<file path="src/rtl/state_report_if.sv">
// state_report_if: bundles the state snapshot inputs, report request and UART byte handshake.
interface state_report_if;
    logic [2:0]  state;
    logic [11:0] state_freq;
    logic [2:0]  state_amp;
    logic [7:0]  state_phase;
    logic        req;
    logic [7:0]  tx_data;
    logic        tx_valid;
    logic        tx_ready;
    logic        busy;

    modport master (
        output state, state_freq, state_amp, state_phase, req, tx_ready,
        input  tx_data, tx_valid, busy
    );

    modport slave (
        input  state, state_freq, state_amp, state_phase, req, tx_ready,
        output tx_data, tx_valid, busy
    );
endinterface

</file>
<file path="src/rtl/state_report.sv">
// state_report: snapshots the generator state and emits it as an ASCII frame over a byte handshake.
// Define REPORT_CRLF_EN to append CR LF to every frame (7 bytes instead of 5).
module state_report #(
    parameter logic [7:0] FRAME_HDR   = 8'h66,
    parameter int         AUTO_PERIOD = 0
) (
    input logic           clk,
    input logic           rst_n,
    state_report_if.slave bus
);
    typedef enum logic {IDLE, SEND} st_t;

`ifdef REPORT_CRLF_EN
    localparam logic [2:0] LAST = 3'd6;
`else
    localparam logic [2:0] LAST = 3'd4;
`endif

    st_t         st_q, st_d;
    logic [2:0]  idx_q, idx_d;
    logic        pend_q, pend_d;
    logic [2:0]  s_state_q, s_state_d;
    logic [11:0] s_freq_q, s_freq_d;
    logic [2:0]  s_amp_q, s_amp_d;
    logic [7:0]  s_phase_q, s_phase_d;
    logic        auto_req, req_any, xfer, take;
    logic [7:0]  byte_sel;

    function automatic logic [7:0] dig(input logic [11:0] v);
        return (v <= 12'd9) ? 8'h30 + v[7:0] : 8'h3F;
    endfunction

    generate
        if (AUTO_PERIOD > 0) begin : g_auto
            localparam int CW = AUTO_PERIOD > 1 ? $clog2(AUTO_PERIOD) : 1;
            logic [CW-1:0] cnt_q, cnt_d;
            always_comb cnt_d = (cnt_q == CW'(AUTO_PERIOD - 1)) ? '0 : cnt_q + 1'b1;
            always_ff @(posedge clk or negedge rst_n)
                if (!rst_n) cnt_q <= '0;
                else        cnt_q <= cnt_d;
            assign auto_req = (cnt_q == CW'(AUTO_PERIOD - 1));
        end else begin : g_no_auto
            assign auto_req = 1'b0;
        end
    endgenerate

    assign req_any = bus.req | auto_req;
    assign xfer    = (st_q == SEND) && bus.tx_ready;

    // A frame end with a request pending (or arriving now) restarts directly into SEND.
    always_comb begin
        st_d   = st_q;
        idx_d  = idx_q;
        pend_d = pend_q;
        take   = 1'b0;
        if (st_q == IDLE) begin
            if (req_any) begin
                st_d  = SEND;
                idx_d = 3'd0;
                take  = 1'b1;
            end
        end else if (xfer && idx_q == LAST) begin
            idx_d  = 3'd0;
            pend_d = 1'b0;
            take   = pend_q | req_any;
            st_d   = (pend_q | req_any) ? SEND : IDLE;
        end else begin
            if (xfer) idx_d = idx_q + 3'd1;
            if (req_any) pend_d = 1'b1;
        end
    end

    always_comb begin
        s_state_d = take ? bus.state       : s_state_q;
        s_freq_d  = take ? bus.state_freq  : s_freq_q;
        s_amp_d   = take ? bus.state_amp   : s_amp_q;
        s_phase_d = take ? bus.state_phase : s_phase_q;
    end

    always_comb begin
        byte_sel = 8'h00;
        case (idx_q)
            3'd0:    byte_sel = FRAME_HDR;
            3'd1:    byte_sel = dig({9'd0, s_state_q});
            3'd2:    byte_sel = dig(s_freq_q);
            3'd3:    byte_sel = dig({9'd0, s_amp_q});
            3'd4:    byte_sel = dig({4'd0, s_phase_q});
            3'd5:    byte_sel = 8'h0D;
            3'd6:    byte_sel = 8'h0A;
            default: byte_sel = 8'h00;
        endcase
    end

    always_ff @(posedge clk or negedge rst_n) begin
        if (!rst_n) begin
            st_q      <= IDLE;
            idx_q     <= 3'd0;
            pend_q    <= 1'b0;
            s_state_q <= 3'd0;
            s_freq_q  <= 12'd0;
            s_amp_q   <= 3'd0;
            s_phase_q <= 8'd0;
        end else begin
            st_q      <= st_d;
            idx_q     <= idx_d;
            pend_q    <= pend_d;
            s_state_q <= s_state_d;
            s_freq_q  <= s_freq_d;
            s_amp_q   <= s_amp_d;
            s_phase_q <= s_phase_d;
        end
    end

    assign bus.tx_valid = (st_q == SEND);
    assign bus.busy     = (st_q == SEND);
    assign bus.tx_data  = (st_q == SEND) ? byte_sel : 8'h00;
endmodule

</file>
<file path="src/flat_wrapper.sv">
// flat-port wrapper written by rule: the top's interface ports become plain ports
module state_report_flat 
#(
    parameter logic [7:0] FRAME_HDR   = 8'h66,
    parameter int         AUTO_PERIOD = 0
)
  (clk, rst_n, bus_state, bus_state_freq, bus_state_amp, bus_state_phase, bus_req, bus_tx_ready, bus_tx_data, bus_tx_valid, bus_busy);
  state_report_if bus_i ();
  input logic clk;
  input logic rst_n;
  input wire logic [$bits(bus_i.state)-1:0] bus_state;
  input wire logic [$bits(bus_i.state_freq)-1:0] bus_state_freq;
  input wire logic [$bits(bus_i.state_amp)-1:0] bus_state_amp;
  input wire logic [$bits(bus_i.state_phase)-1:0] bus_state_phase;
  input wire logic [$bits(bus_i.req)-1:0] bus_req;
  input wire logic [$bits(bus_i.tx_ready)-1:0] bus_tx_ready;
  output wire logic [$bits(bus_i.tx_data)-1:0] bus_tx_data;
  output wire logic [$bits(bus_i.tx_valid)-1:0] bus_tx_valid;
  output wire logic [$bits(bus_i.busy)-1:0] bus_busy;
  assign bus_i.state = bus_state;
  assign bus_i.state_freq = bus_state_freq;
  assign bus_i.state_amp = bus_state_amp;
  assign bus_i.state_phase = bus_state_phase;
  assign bus_i.req = bus_req;
  assign bus_i.tx_ready = bus_tx_ready;
  assign bus_tx_data = bus_i.tx_data;
  assign bus_tx_valid = bus_i.tx_valid;
  assign bus_busy = bus_i.busy;
  state_report #(.FRAME_HDR(FRAME_HDR), .AUTO_PERIOD(AUTO_PERIOD)) u_core (.clk(clk), .rst_n(rst_n), .bus(bus_i));
endmodule
</file>
<file path="config.mk">
export PLATFORM = sky130hd
export DESIGN_NAME = state_report_flat
export DESIGN_NICKNAME = d
export VERILOG_FILES = /design/src/rtl/state_report_if.sv /design/src/rtl/state_report.sv /design/src/flat_wrapper.sv
export SDC_FILE = /design/constraint.sdc
export NUM_CORES = 1
export LEC_CHECK = 0
export ABC_AREA = 0
export BUFFER_PORTS_ARGS = -buffer_cell sky130_fd_sc_hd__buf_2
export CAP_MARGIN = 15
export CORE_MARGIN = 3
export CORE_UTILIZATION = 47
export DETAILED_ROUTE_END_ITERATION = 12
export GPL_ROUTABILITY_DRIVEN = 0
export HOLD_SLACK_MARGIN = 0.15
export PLACE_DENSITY = 0.79
export SYNTH_ARGS = -nofsm -noshare
export SYNTH_HDL_FRONTEND = slang
export SYNTH_SLANG_ARGS = --single-unit
</file>
<file path="constraint.sdc">
create_clock -name clk -period 1.8 [get_ports clk]
set_input_delay 0.09 -clock clk [delete_from_list [all_inputs] [get_ports clk]]
set_output_delay 0.09 -clock clk [all_outputs]
set_load 0.01 [all_outputs]
</file>
Yosys cells after proc, flatten, opt, wreduce, memory -nomap -nowiden
Cells that the tools add are included.
{"block": "word_totals", "reg_bits": 31, "in_bits": 30, "output_inout_bits": 10}
{"block": "classes", "addsub": 5, "magnitude_cmp": 2, "eq_ne": 7, "muxes": 16, "bitwise_logic": 1, "n_reduce_logical": 7}
{"op": "$pmux 8 s7", "n": 1}
{"op": "$mux 8", "n": 3}
{"op": "$add 6x8->8 const A", "n": 2}
{"op": "$add 6x3->7 const A", "n": 2}
{"op": "$le 12x4->1 const B", "n": 1}
{"op": "$mux 3", "n": 4}
{"op": "$eq 3x3->1 const B", "n": 3}
{"op": "$le 8x4->1 const B", "n": 1}
{"op": "$mux 1", "n": 8}
{"op": "$eq 3x2->1 const B", "n": 2}
{"op": "$reduce_and 2->1", "n": 2}
{"op": "$reduce_bool 2->1", "n": 2}
{"op": "$add 3x1->3 const B", "n": 1}
{"op": "$eq 3x1->1 const B", "n": 1}
{"op": "$logic_not 3->1", "n": 1}
{"op": "$ne 3x3->1 const B", "n": 1}
{"op": "$logic_and 1x1->1", "n": 2}
{"op": "$or 1x1->1", "n": 1}

Depth between registers and ports, before layout
{"block": "logic_depth", "depth_word": 4, "mapped_depth": 7, "ltp_nobuf": 5}

Worst setup path before layout
OpenSTA, ideal clock, no wires.
{"block": "synth_path", "path_type": "flip-flop to flip-flop", "from": "reg u_core.idx_q[0]", "to": "reg u_core.s_freq_q[0]", "setup_time_ns": 0.125, "arrival_ns": 1.718, "path_slack_ns": -0.043, "stages_incl_launch_ff": 8, "path_buffers": 2, "period_less_slack_ns": 1.843, "cell_sequence": "dfrtp_1 inv_1 ha_1 buf_2 nand3_1 a21oi_4 buf_4 mux2_2"}
{"block": "synth_via", "elab_chain_cells": 4}
{"item": "from (decl)", "line": "state_report.sv:20", "rtl": "logic [2:0] idx_q, idx_d;"}
{"item": "from (signal assigned)", "line": "state_report.sv:105", "rtl": "idx_q <= idx_d;"}
{"item": "$eq 3x3->1", "line": "state_report.sv:62", "rtl": "end else if (xfer && idx_q == LAST) begin"}
{"item": "$logic_and 1x1->1", "line": "state_report.sv:62"}
{"item": "$mux 1", "line": "state_report.sv:62"}
{"item": "$mux 1", "line": "state_report.sv:56", "rtl": "if (st_q == IDLE) begin"}
{"item": "to (signal assigned)", "line": "state_report.sv:108", "rtl": "s_freq_q <= s_freq_d;"}
{"item": "to (decl)", "line": "state_report.sv:23", "rtl": "logic [11:0] s_freq_q, s_freq_d;"}
No other way between the ends.
A chain may end at the register's enable or synchronous reset.

Final worst setup path
{"block": "layout_path", "from": "reg u_core.s_freq_q[10]", "to": "out bus_tx_data[5]"}
{"block": "layout_via", "elab_chain_cells": 4}
{"item": "$le 12x4->1", "line": "state_report.sv:30", "rtl": "return (v <= 12'd9) ? 8'h30 + v[7:0] : 8'h3F;"}
{"item": "$mux 8", "line": "state_report.sv:30"}
{"item": "$pmux 8 s7", "line": "state_report.sv:82", "rtl": "case (idx_q)"}
{"item": "$mux 8", "line": "state_report.sv:116", "rtl": "assign bus.tx_data = (st_q == SEND) ? byte_sel : 8'h00;"}
{"item": "to (decl)", "line": "flat_wrapper.sv:17", "rtl": "output wire logic [$bits(bus_i.tx_data)-1:0] bus_tx_data;"}
No other way between the ends.

==> flow_summary.toml <==
[routing]
ant_nets = 0
first_pass_iters = 4
drt-initial-drc-count = 111
wl_um = 4450
drc = 0
wl_per_cell_um = 17.3
num_vias = 1427
viasPerCell = 5.55

[yosys]
synth_edf_count = 0
synth_most_common_cell = "dfrtp_1"
synth.top_cell.area_share_pct = 47.7
synthTopCellsByCount = "dfrtp_1 (31), mux2_2 (18), inv_1 (10)"
syn_area_um2 = 1630
synthesis.nets = 173
ys_async_sr_fraction_pct = 100
yosysSeqAreaShare_pct = 47.7
ys_types = 33
synthTopCellsByArea = "dfrtp_1 (48%), mux2_2 (12%), mux2_1 (5.5%)"
yosys.area.top_type = "dfrtp_1"
synthCells = 136
yosys_warnings = 0
synth-seq-cells = 31
post_synth.cell_area_avg_um2 = 12.0
ys.flop_type = "dfrtp_1"

[cts]
cts.sinks = 31
clkTransAtPathRegs_ns = 0.09
cts_inserted_buffers = 5
clockBufferDepth = 2
clock_latency_ns = 0.33
cts_max_level = 2
cts_root_buffer = "clkbuf_4"
cts_tree = "built"

[timing]
finalMaxSlewViolations = 0
setup_ws_ns = -0.366
whs_ns = 0.322
hold_viol_final = 0
finalClockSkew_ns = 0.00283
fmax_mhz = 462
tightestPinTransition_ns = 0.664
relSlewSlack_pct = 55.7
finalCritPeriodShare_pct = 120
post-route-min-period_ns = 2.17
setup_viol = 6
rsz0062_at_grt = "yes"

[pwr]
peakVddDrop_v = 0.000893
clockPowerShare_pct = 9.5
power_density_nw_per_um2 = 1660
power_leakage_nw = 1.04
p_sw_share_pct = 40.3
p_switching_mw = 1.59
combPwrFrac_pct = 56.9
total_power_mw = 3.95
seqPwrFrac_pct = 33.6
intPower_mw = 2.36

[critical_path]
worstPathCellList = "or4_4 > o41ai_2 > a41oi_1 > buf_2"
r2r_start = "u_core.idx_q[1]$_DFFE_PN0P_"
crit_start = "u_core.s_freq_q[10]$_DFFE_PN0P_"
worstRegToRegCells = 6
r2r_slack_ns = 0.09
crit_buf_inv = 1
endpoint_kind = "output pin"
crit_cells = 4
slowest_stage = "or4_4"
reg2reg_to = "u_core.s_phase_q[7]$_DFFE_PN0P_"
criticalPathCategory = "reg2out"
cp_top_family = "simple AND/OR/NAND/NOR gates"
cp.arrival_ns = 2.08
crit_end = "bus_tx_data[5]"
critPathMaxStageDelay_ns = 0.59
cp.required_ns = 1.71
start_kind = "register"
crit_fanout = 6

[global_routing]
grt_max_degree = 32
grt_pass1_wl_um = 7070
met2_usage_pct = 36.3
grt_util_met1_pct = 26.4
antenna_found_initial = 0
grt-ovfl-total = 0
top_usage_layer = "met2"
grt_pass1_vias = 1532
use_met3_pct = 5.03
grtUsageTotal_pct = 22.3

[cells_and_area]
seqCellArea_um2 = 777
multi_input_area_um2 = 872
diodes = 0
fin_cells = 257
drive_gt1_share_pct = 44.6
nets = 249
syn_to_final_growth_pct = 46.8
fillCellCount = 219

[die]
core_um2 = 3180
dieArea_um2 = 4200
start_util_pct = 51.2
die_width_um = 64.8
num_rows = 20
ios = 40
die_h_um = 64.8

[placed_design]
hpwlAfterDp_um = 2670
place_ws_ns = -0.121
place_inst = 219
io_buffers = 38

[min_path]
min_path_type = "in2async"

[run_status]
violations = "negative setup slack"
outcome = "complete, but fails checks"

[job]
maxCapViolations = 0
-- stage by stage --
| stage | utilization, % | TNS (ns) | cell area [µm²] |
|---|---|---|---|
| after floorplan | - | -0.219 | 1630 |
| final | 75.1 | -1.74 | 2390 |
| after detailed placement | 60.5 | -0.300 | 1920 |
| after global routing | 75.1 | -2.30 | 2390 |
| after global placement | 60.5 | -0.0496 | 1920 |
| after CTS | 74.0 | -1.67 | 2350 |
-- what timing repair did --
action                                  4_1_cts  5_1_grt
endpoints found under the setup margin       32       32
pin swaps                                     3        1
gates resized for setup                      18        6
hold buffers                                 29        0
hold endpoints to repair                     62        0
setup buffers                                 1        0
-- cell type report --
cell class	count	area share, %
clock buffers	7	1.89
clock inverters	1	0.210
inverters	10	1.57
multi-input cells	85	36.5
flip-flops and latches	31	32.5
well taps	44	2.31
repair buffers	79	24.9
-- logic make-up (layout without fill, tap and decap cells) --
group                      after synthesis  count (layout)  synth area share (%)
other                                    1               1                 0.231
and+or+nand+nor                         11              11                  4.08
AOI/OAI and AO/OA                       39              39                  18.2
buffers and inverters                   20              97                  5.77
muxes                                   27              27                  18.6
DFF                                     31              31                  47.7
adders and majority gates                7               7                  5.38
-- metal layers --
metal,part of all wire [%],vias up
met2,50,70
met1,40,679
li1,-,660
met3,6.1,18
met5,0,-
met4,4.0,0
-- worst min path at each step --
stage          startpoint                              end  slack, ns  cells past startpoint
2_1_floorplan       rst_n        u_core.bus.busy$_DFF_PN0_      -0.21                      0
3_3_place_gp        rst_n  u_core.s_phase_q[0]$_DFFE_PN0P_       0.14                      1
3_5_place_dp        rst_n  u_core.s_phase_q[0]$_DFFE_PN0P_       0.16                      1
4_1_cts             rst_n  u_core.s_phase_q[0]$_DFFE_PN0P_       0.34                      2
5_1_grt             rst_n    u_core.s_amp_q[1]$_DFFE_PN0P_       0.37                      2
6_report            rst_n  u_core.s_phase_q[0]$_DFFE_PN0P_       0.32                      2
-- layout by cell type (no fill, tap or decap), types with 2 or more instances in the layout --
| master | Yosys | layout |
|---|---|---|
| a21oi_1 | 3 | 2 |
| a221oi_1 | 2 | 2 |
| a22oi_1 | 2 | 2 |
| a31oi_1 | 3 | 3 |
| a41oi_1 | 3 | 3 |
| buf_12 | 0 | 2 |
| buf_2 | 3 | 38 |
| buf_4 | 4 | 10 |
| clkbuf_1 | 3 | 2 |
| clkbuf_4 | 0 | 5 |
| dfrtp_1 | 31 | 30 |
| dlygate4sd3_1 | 0 | 29 |
| ha_1 | 7 | 2 |
| ha_2 | 0 | 3 |
| ha_4 | 0 | 2 |
| inv_1 | 10 | 9 |
| mux2_1 | 8 | 8 |
| mux2_2 | 18 | 18 |
| nand2_1 | 3 | 3 |
| o21a_1 | 3 | 3 |
| o21ai_0 | 6 | 6 |
| o31ai_1 | 4 | 4 |
| o41ai_2 | 0 | 5 |
| or3b_4 | 0 | 2 |
-- sequential cells by signal, indices dropped and copies added, names as in the netlist --
name,cells
u_core.s_freq_q,12
u_core.s_phase_q,8
u_core.idx_q,3
u_core.s_amp_q,3
u_core.s_state_q,3
u_core.bus.busy,1
u_core.pend_q,1
-- power groups by stage --
stage          clock [mW]  sequential (mW)  combinational [mW]
3_5_place_dp            0             1.30                1.86
3_3_place_gp            0             1.28                1.79
6_report            0.377             1.33                2.25
4_1_cts             0.392             1.30                2.08
2_1_floorplan           0             1.20                1.25
5_1_grt             0.423             1.37                2.41
Note: power is estimated with default switching activity, not from simulation.
